## src/rtl/stop_watch_disp.sv

```systemverilog
// Six-digit multiplexed 7-segment driver for the stop_watch hh.mm.ss output.
// A shadow register captures the digits once per frame so each scan is a coherent snapshot.
module stop_watch_disp #(
  parameter int SCAN_DIV       = 50000,
  parameter int BLANK_CYC      = 2,
  parameter bit SEG_ACTIVE_LOW = 1'b1,
  parameter bit DIG_ACTIVE_LOW = 1'b1
) (
  input  logic       clk,
  input  logic       rst_n,
  input  logic [3:0] hr_h,
  input  logic [3:0] hr_l,
  input  logic [3:0] min_h,
  input  logic [3:0] min_l,
  input  logic [3:0] sec_h,
  input  logic [3:0] sec_l,
  input  logic       blank_lead,
  output logic [6:0] seg,
  output logic       dp,
  output logic [5:0] dig_sel,
  output logic       frame_tick
);

  localparam int              PW      = $clog2(SCAN_DIV);
  localparam logic [PW-1:0]   P_LAST  = PW'(SCAN_DIV - 1);
  localparam logic [PW-1:0]   P_BLANK = PW'(BLANK_CYC);
  localparam logic [6:0]      SEG_OFF = {7{SEG_ACTIVE_LOW}};
  localparam logic            DP_OFF  = SEG_ACTIVE_LOW;
  localparam logic [5:0]      DIG_OFF = {6{DIG_ACTIVE_LOW}};

  // Slot encoding doubles as the index into the shadow digit array and dig_sel.
  typedef enum logic [2:0] {
    SLOT_SEC_L = 3'd0,
    SLOT_SEC_H = 3'd1,
    SLOT_MIN_L = 3'd2,
    SLOT_MIN_H = 3'd3,
    SLOT_HR_L  = 3'd4,
    SLOT_HR_H  = 3'd5
  } slot_e;

  function automatic logic [6:0] seg_decode(input logic [3:0] d);
    logic [6:0] s;
    case (d)
      4'd0:    s = 7'h3F;
      4'd1:    s = 7'h06;
      4'd2:    s = 7'h5B;
      4'd3:    s = 7'h4F;
      4'd4:    s = 7'h66;
      4'd5:    s = 7'h6D;
      4'd6:    s = 7'h7D;
      4'd7:    s = 7'h07;
      4'd8:    s = 7'h7F;
      4'd9:    s = 7'h6F;
      default: s = 7'h00;
    endcase
    return s;
  endfunction

  logic [PW-1:0]   p_q, p_d;
  slot_e           i_q, i_d;
  logic [5:0][3:0] shadow_q, shadow_d;
  logic            blank_lead_q, blank_lead_d;
  logic            load;

  logic [6:0]      seg_q, seg_d;
  logic            dp_q, dp_d;
  logic [5:0]      dig_q, dig_d;
  logic            frame_tick_q;

  logic            p_wrap;
  logic            dig_on;
  logic [3:0]      digit;
  logic [6:0]      seg_raw;

  // Scan counters and snapshot load.
  always_comb begin
    // NOTE: every always_comb output gets a default first so no path leaves it unassigned (no latch).
    p_wrap       = (p_q == P_LAST);
    p_d          = p_wrap ? '0 : p_q + PW'(1);
    i_d          = i_q;
    load         = 1'b0;
    if (p_wrap) begin
      if (i_q == SLOT_HR_H) begin
        i_d  = SLOT_SEC_L;
        load = 1'b1;
      end else begin
        i_d  = slot_e'(i_q + 3'd1);
      end
    end
    shadow_d     = load ? {hr_h, hr_l, min_h, min_l, sec_h, sec_l} : shadow_q;
    blank_lead_d = load ? blank_lead : blank_lead_q;
  end

  // Outputs are decoded from next-state values so they line up with p/i on the same edge.
  always_comb begin
    dig_on  = (p_d >= P_BLANK);
    digit   = shadow_d[i_d];
    seg_raw = seg_decode(digit);
    if (i_d == SLOT_HR_H && blank_lead_d && digit == 4'd0) begin
      seg_raw = 7'h00;
    end
    seg_d = {7{SEG_ACTIVE_LOW}} ^ (dig_on ? seg_raw : 7'h00);
    dp_d  = SEG_ACTIVE_LOW ^ (dig_on && (i_d == SLOT_MIN_L || i_d == SLOT_HR_L));
    dig_d = {6{DIG_ACTIVE_LOW}} ^ (dig_on ? (6'b000001 << i_d) : 6'b000000);
  end

  always_ff @(posedge clk) begin
    // NOTE: sequential state uses non-blocking assignments so all registers update from pre-edge values.
    if (!rst_n) begin
      p_q          <= '0;
      i_q          <= SLOT_SEC_L;
      shadow_q     <= '0;
      blank_lead_q <= 1'b0;
      seg_q        <= SEG_OFF;
      dp_q         <= DP_OFF;
      dig_q        <= DIG_OFF;
      frame_tick_q <= 1'b0;
    end else begin
      p_q          <= p_d;
      i_q          <= i_d;
      shadow_q     <= shadow_d;
      blank_lead_q <= blank_lead_d;
      seg_q        <= seg_d;
      dp_q         <= dp_d;
      dig_q        <= dig_d;
      frame_tick_q <= load;
    end
  end

  assign seg        = seg_q;
  assign dp         = dp_q;
  assign dig_sel    = dig_q;
  assign frame_tick = frame_tick_q;

endmodule
```

## config.mk

```make
export PLATFORM = sky130hd
export DESIGN_NAME = stop_watch_disp
export DESIGN_NICKNAME = d
export VERILOG_FILES = /design/src/rtl/stop_watch_disp.sv
export SDC_FILE = /design/constraint.sdc
export NUM_CORES = 1
export LEC_CHECK = 0
export BUFFER_PORTS_ARGS = -buffer_cell sky130_fd_sc_hd__buf_2
export CORE_MARGIN = 3
export CORE_UTILIZATION = 30
export DETAILED_ROUTE_END_ITERATION = 10
export PLACE_DENSITY = 0.45
export SKIP_LAST_GASP = 1
export SYNTH_ARGS = -nofsm -noshare
export SYNTH_HDL_FRONTEND = slang
export SYNTH_SLANG_ARGS = --single-unit
export TNS_END_PERCENT = 20
```

## constraint.sdc

```tcl
create_clock -name clk -period 3.4 [get_ports clk]
set_input_delay 0 -clock clk [delete_from_list [all_inputs] [get_ports clk]]
set_output_delay 0 -clock clk [all_outputs]
set_load 0.02 [all_outputs]
```

* After elaboration in Yosys (flattened, before gate mapping)
Memory sizes are Yosys's and may differ from the RTL's. Index checks and enable logic that the tools add are counted.
Cells by class: add/subtract/negate cells 2, order comparisons 2, eq/ne operators 5, shifts and indexed selects 1, mux-type cells 12, bitwise operators 3, reduce and logical (&&, ||, !) cells 5
Operators by type and width (count):
- 24-bit two-way mux | 1
- 16-bit by 1-bit adder with 16-bit output (second input constant) | 1
- 16-bit == test (second input constant) | 1
- 16-bit by 2-bit greater-or-equal comparator with 1-bit output (second input constant) | 1
- 16-bit two-way mux | 1
- 7-bit two-way mux | 2
- 4-bit binary-select mux with 3-bit select | 1
- 3-bit == test (second input constant) | 3
- 7-bit NOT | 1
- 3-bit two-way mux | 2
- 6-bit two-way mux | 1
- 6-bit NOT | 1
- 1-bit by 3-bit left shift with 6-bit output (first input constant) | 1
- 4-bit logical NOT | 1
- 3-bit by 4-bit less-than comparator with 1-bit output (second input constant) | 1
- 4-bit two-way mux | 1
- 3-bit by 1-bit adder with 3-bit output (second input constant) | 1
- 3-bit by 2-bit == test with 1-bit output (second input constant) | 1
- 1-bit logical AND | 3
- 1-bit two-way mux | 3
- 1-bit logical OR | 1
- 1-bit NOT | 1
Storage, ports and cells: flip-flop bits (word level) 59, bits in read-only memories 112, bits of input ports 27, output and inout bits 15, logic and storage cells 44, memories kept 1
Memories:
- (no name shown) | words 16, bits a word 7, rd ports 1, clocked after memory_dff 0, wr ports 0, RTL line 43 | case (d)

* Depth between registers and ports, before layout
depth after elaboration 11, gate-level depth with buffers 16, depth with buffers taken out 14

* Worst setup path after synthesis
OpenSTA, ideal clock, no wires.
path type reg-to-reg, from register p_q[4], to register seg_q[4] (netlist: seg[4]), setup time 0.137 ns, data arrival time 3.356 ns, required time 3.263 ns, slack -0.093 ns, stages on the path, launching flop included 13, buffers on the path 0, period minus slack after synthesis 3.493 ns, cells stage by stage dfxtp_1 > or4_4 > nor4_2 > nor3_1 > a211oi_1 > a21oi_1 > o41ai_2 > inv_1 > ha_1 > and4_1 > or4_1 > a21oi_1 > o21ai_1
Between the ends: longest elaborated chain between the ends 10, elaborated cells between the ends (all ways) 18, those cells by class 1 x add/sub; 1 x order compare; 2 x eq/ne; 9 x mux; 1 x bitwise; 3 x reduce/logical; 1 x memory
Ends and longest elaborated chain:
- from (decl) | RTL line 59 | logic [PW-1:0] p_q, p_d;
- from (signal assigned) | RTL line 119 | p_q <= p_d;
- parallel branches: the longest is 8 deep, another holds 16-bit by 1-bit adder with 16-bit output
- 7-bit two-way mux (*) | RTL line 102 | seg_d = {7{SEG_ACTIVE_LOW}} ^ (dig_on ? seg_raw : 7'h00);
- 7-bit NOT (no line) (*)
- to (signal assigned) | RTL line 123 | seg_q <= seg_d;
- to (decl) | RTL line 65 | logic [6:0] seg_q, seg_d;
Mark *: on every way between the ends. The select of a mux whose other input is x is not followed. A chain may end at the register's enable or synchronous reset.

* Final worst setup path
from register p_q[12], to register seg_q[4] (netlist: seg[4])
Same word-level chain as after synthesis.

==> reports/results.txt <==
Antenna Nets Post-Route: 0
First-pass GRT wire length: 14.1 mm
Antenna Diode Count: 0
Relative slew slack: 0.567
Measured slew at the worst slew-check pin: 0.648 ns
Net Sw Frac: 0.216
Num CTS Buffers: 9
Final setup vio count: 0
Final WL: 8.49 mm
All-Layer GR Usage: 0.156
RSZ-0062 raised after global routing: true
Most frequent cells in the layout: nand2_1, dfxtp_1, buf_2, buf_4, a21boi_0
Commonest non-fill, non-tap cell in the layout: nand2_1
Number of global-route vias before repair: 2,761
Switching pwr: 0.345 mW
Clk_lat worst skew: 0.34 ns
Synth Net Count: 401
Status: completed
Aggregate global routing overflow: 0
Die Height: 107 um
Synth Area in Compound Gates: 0.169
Post-synthesis mux area share: 0.0572
Fill cell count: 975
CTS tree: done
Synth Flop Type: dfxtp_1
Clk sinks: 59
Final Cycle Share: 0.998
Buffers on Ports: 41
Largest net degree at the start of global routing: 36
Sequential element share of the synthesized area: 0.385
IO Count: 42
Die area: 11,500 um^2
Final Max Tran Viols: 0
CP arrival: 3.63 ns
Worst vdd ir: 163 uV
WL/cell: 14.1 um
Via count: 2,845
Crit path kind: flip-flop to flip-flop
Drc violations: 0
Distinct cells, synth: 55
EDFF count, synth: 0
Largest area contributor in the netlist: dfxtp_1
Largest cells by area after synthesis: dfxtp_1, nand2_1, a21boi_0
Logic pwr share: 0.065
Critical path startpoint category: flip-flop
Setup crit end kind: flip-flop
Largest family of logic cells by synthesized area: simple AND/OR/NAND/NOR gates
Clock share of power: 0.489
Hold Crit Class: input port to flip-flop
CTS HTree Levels: 3
Width of the die: 107 um
Yosys warnings: 0
HPWL after DPL: 5.95 mm
Clk buf depth: 2
Share of cells above drive strength 1: 0.252
Leakage power total: 1.58 nW
Fin. Hold Viols: 0
Vias/cell: 4.73
CTS root buf: clkbuf_8
Layout area overhead: 37.1%
Netlist Area Pre-Place: 3060 um^2
XOR/XNOR Fraction of Synth Area: 0.0429
Pre-Repair DR Iteration Count: 4
WP data required: 3.64 ns
Final instance area: 4200 um^2
Initial antenna violation count: 0
Gp weighted congestion: 0.888
Maximum clock rate: 0.295 GHz
Core area: 9860 um^2
Synth Area in Adders: 0.0286
Worst-case clock skew: 0.0105 ns
NumNets Final: 497
Internal: 1.25 mW
Pwr Density: 380 nW/um^2
Sequential share of power: 0.445
Placed instance area: 3540 um^2
Post-layout min period: 3.39 ns
Top cell type's share of synthesized area: 0.385
Setup TNS: 0 ns
# rows: 36
Crit-path max FO: 7
Avg Cell Area, Syn: 8.35 um^2
Clock-pin slew on the worst setup and hold paths: 0.07 ns
DRT iter0 DRCs: 131
Max-Cap Viols: 0
Simple-gate share of the synthesized area: 0.282
FF+latch count, synth: 59
Synthesized instance count: 367
Post-synth ARST share: 0
Starting Density: 0.311
[cells in the mapped netlist (10+ instances only)]
cell / count
nor2_1: 24
a21oi_1: 10
mux2i_1: 13
a21boi_0: 25
dfxtp_1: 59
nand2_1: 70
nand3_1: 16
o21ai_0: 10
clkbuf_1: 14
[critical path, cell delays in order, from the launching register on]
cell and delay (ns):
dfxtp_4 0.35, or4_4 0.55, or4_4 0.63, a21oi_4 0.18, a21oi_2 0.07, o41ai_2 0.42, inv_1 0.11, ha_2 0.19
and4_1 0.16, or4_4 0.42, a21oi_2 0.12, o21ai_1 0.06
[state kept, by name, indices dropped and copies added, names as in the netlist]
signal	cells
shadow_q	24
p_q	16
seg	7
dig_sel	6
i_q	3
blank_lead_q	1
dp	1
frame_tick	1
[timing repair]
item | in CTS | in global routing
hold buffers | 24 | 0
endpoints found under the setup margin | 0 | 7
buffers inserted | 0 | 15
hold endpoints to repair | 24 | 0
gates resized for setup | 0 | 14
[final timing paths]
path | from | end | slack (ns) | depth (start not counted)
setup / recovery | p_q[12] | seg[4] | 0.006 | 11
hold / removal | sec_l[2] | shadow_q[2] | 0.14 | 4
setup reg to reg | p_q[12] | seg[4] | 0.006 | 11
hold reg to reg | shadow_q[4] | shadow_q[4] | 0.47 | 2
[power groups by stage]
stage	clock network, mW	registers [mW]	logic, mW
6_report	0.781	0.711	0.105
5_1_grt	0.837	0.712	0.117
4_1_cts	0.800	0.712	0.107
3_5_place_dp	0	0.727	0.0855
3_3_place_gp	0	0.726	0.0852
2_1_floorplan	0	0.743	0.0286
[metal layers]
| layer | global-route usage | part of all wire | vias up |
|---|---|---|---|
| met5 | 0 | 0 | - |
| met4 | 0.0612 | 0.017 | 0 |
| met3 | 0.0289 | 0.041 | 11 |
| met2 | 0.225 | 0.43 | 54 |
| met1 | 0.227 | 0.51 | 1297 |
| li1 | - | - | 1483 |
[cell type report]
type                       instances  area, um^2  area share
sequential                        59        1180       0.282
clock buffer                      13         179      0.0426
inverter                           7        26.3     0.00625
timing repair buffer             103         744       0.177
tap                              133         166      0.0396
clock inverter                     3        67.6      0.0161
multi-input combinational        283        1830       0.436
[cell families after synthesis]
family	after synthesis
muxes	17
AOI/OAI and AO/OA	74
DFF	59
buffers and inverters	25
adders and majority gates	7
and+or+nand+nor	170
xor gates and xnor gates	15
[per-stage QoR]
step           instances  setup WS (ns)  utilization  power (mW)  hold slack (ns)
3_3_place_gp         546          0.177        0.359       0.812            0.253
3_5_place_dp         546         0.0539        0.359       0.813            0.259
6_report             601        0.00607        0.426        1.60            0.137
5_1_grt              601         -0.102        0.426        1.67            0.170
2_1_floorplan        367         0.0260            -       0.771            0.147
4_1_cts              586         0.0287        0.408        1.62            0.126
No activity file was read; power rests on OpenSTA's default activity.
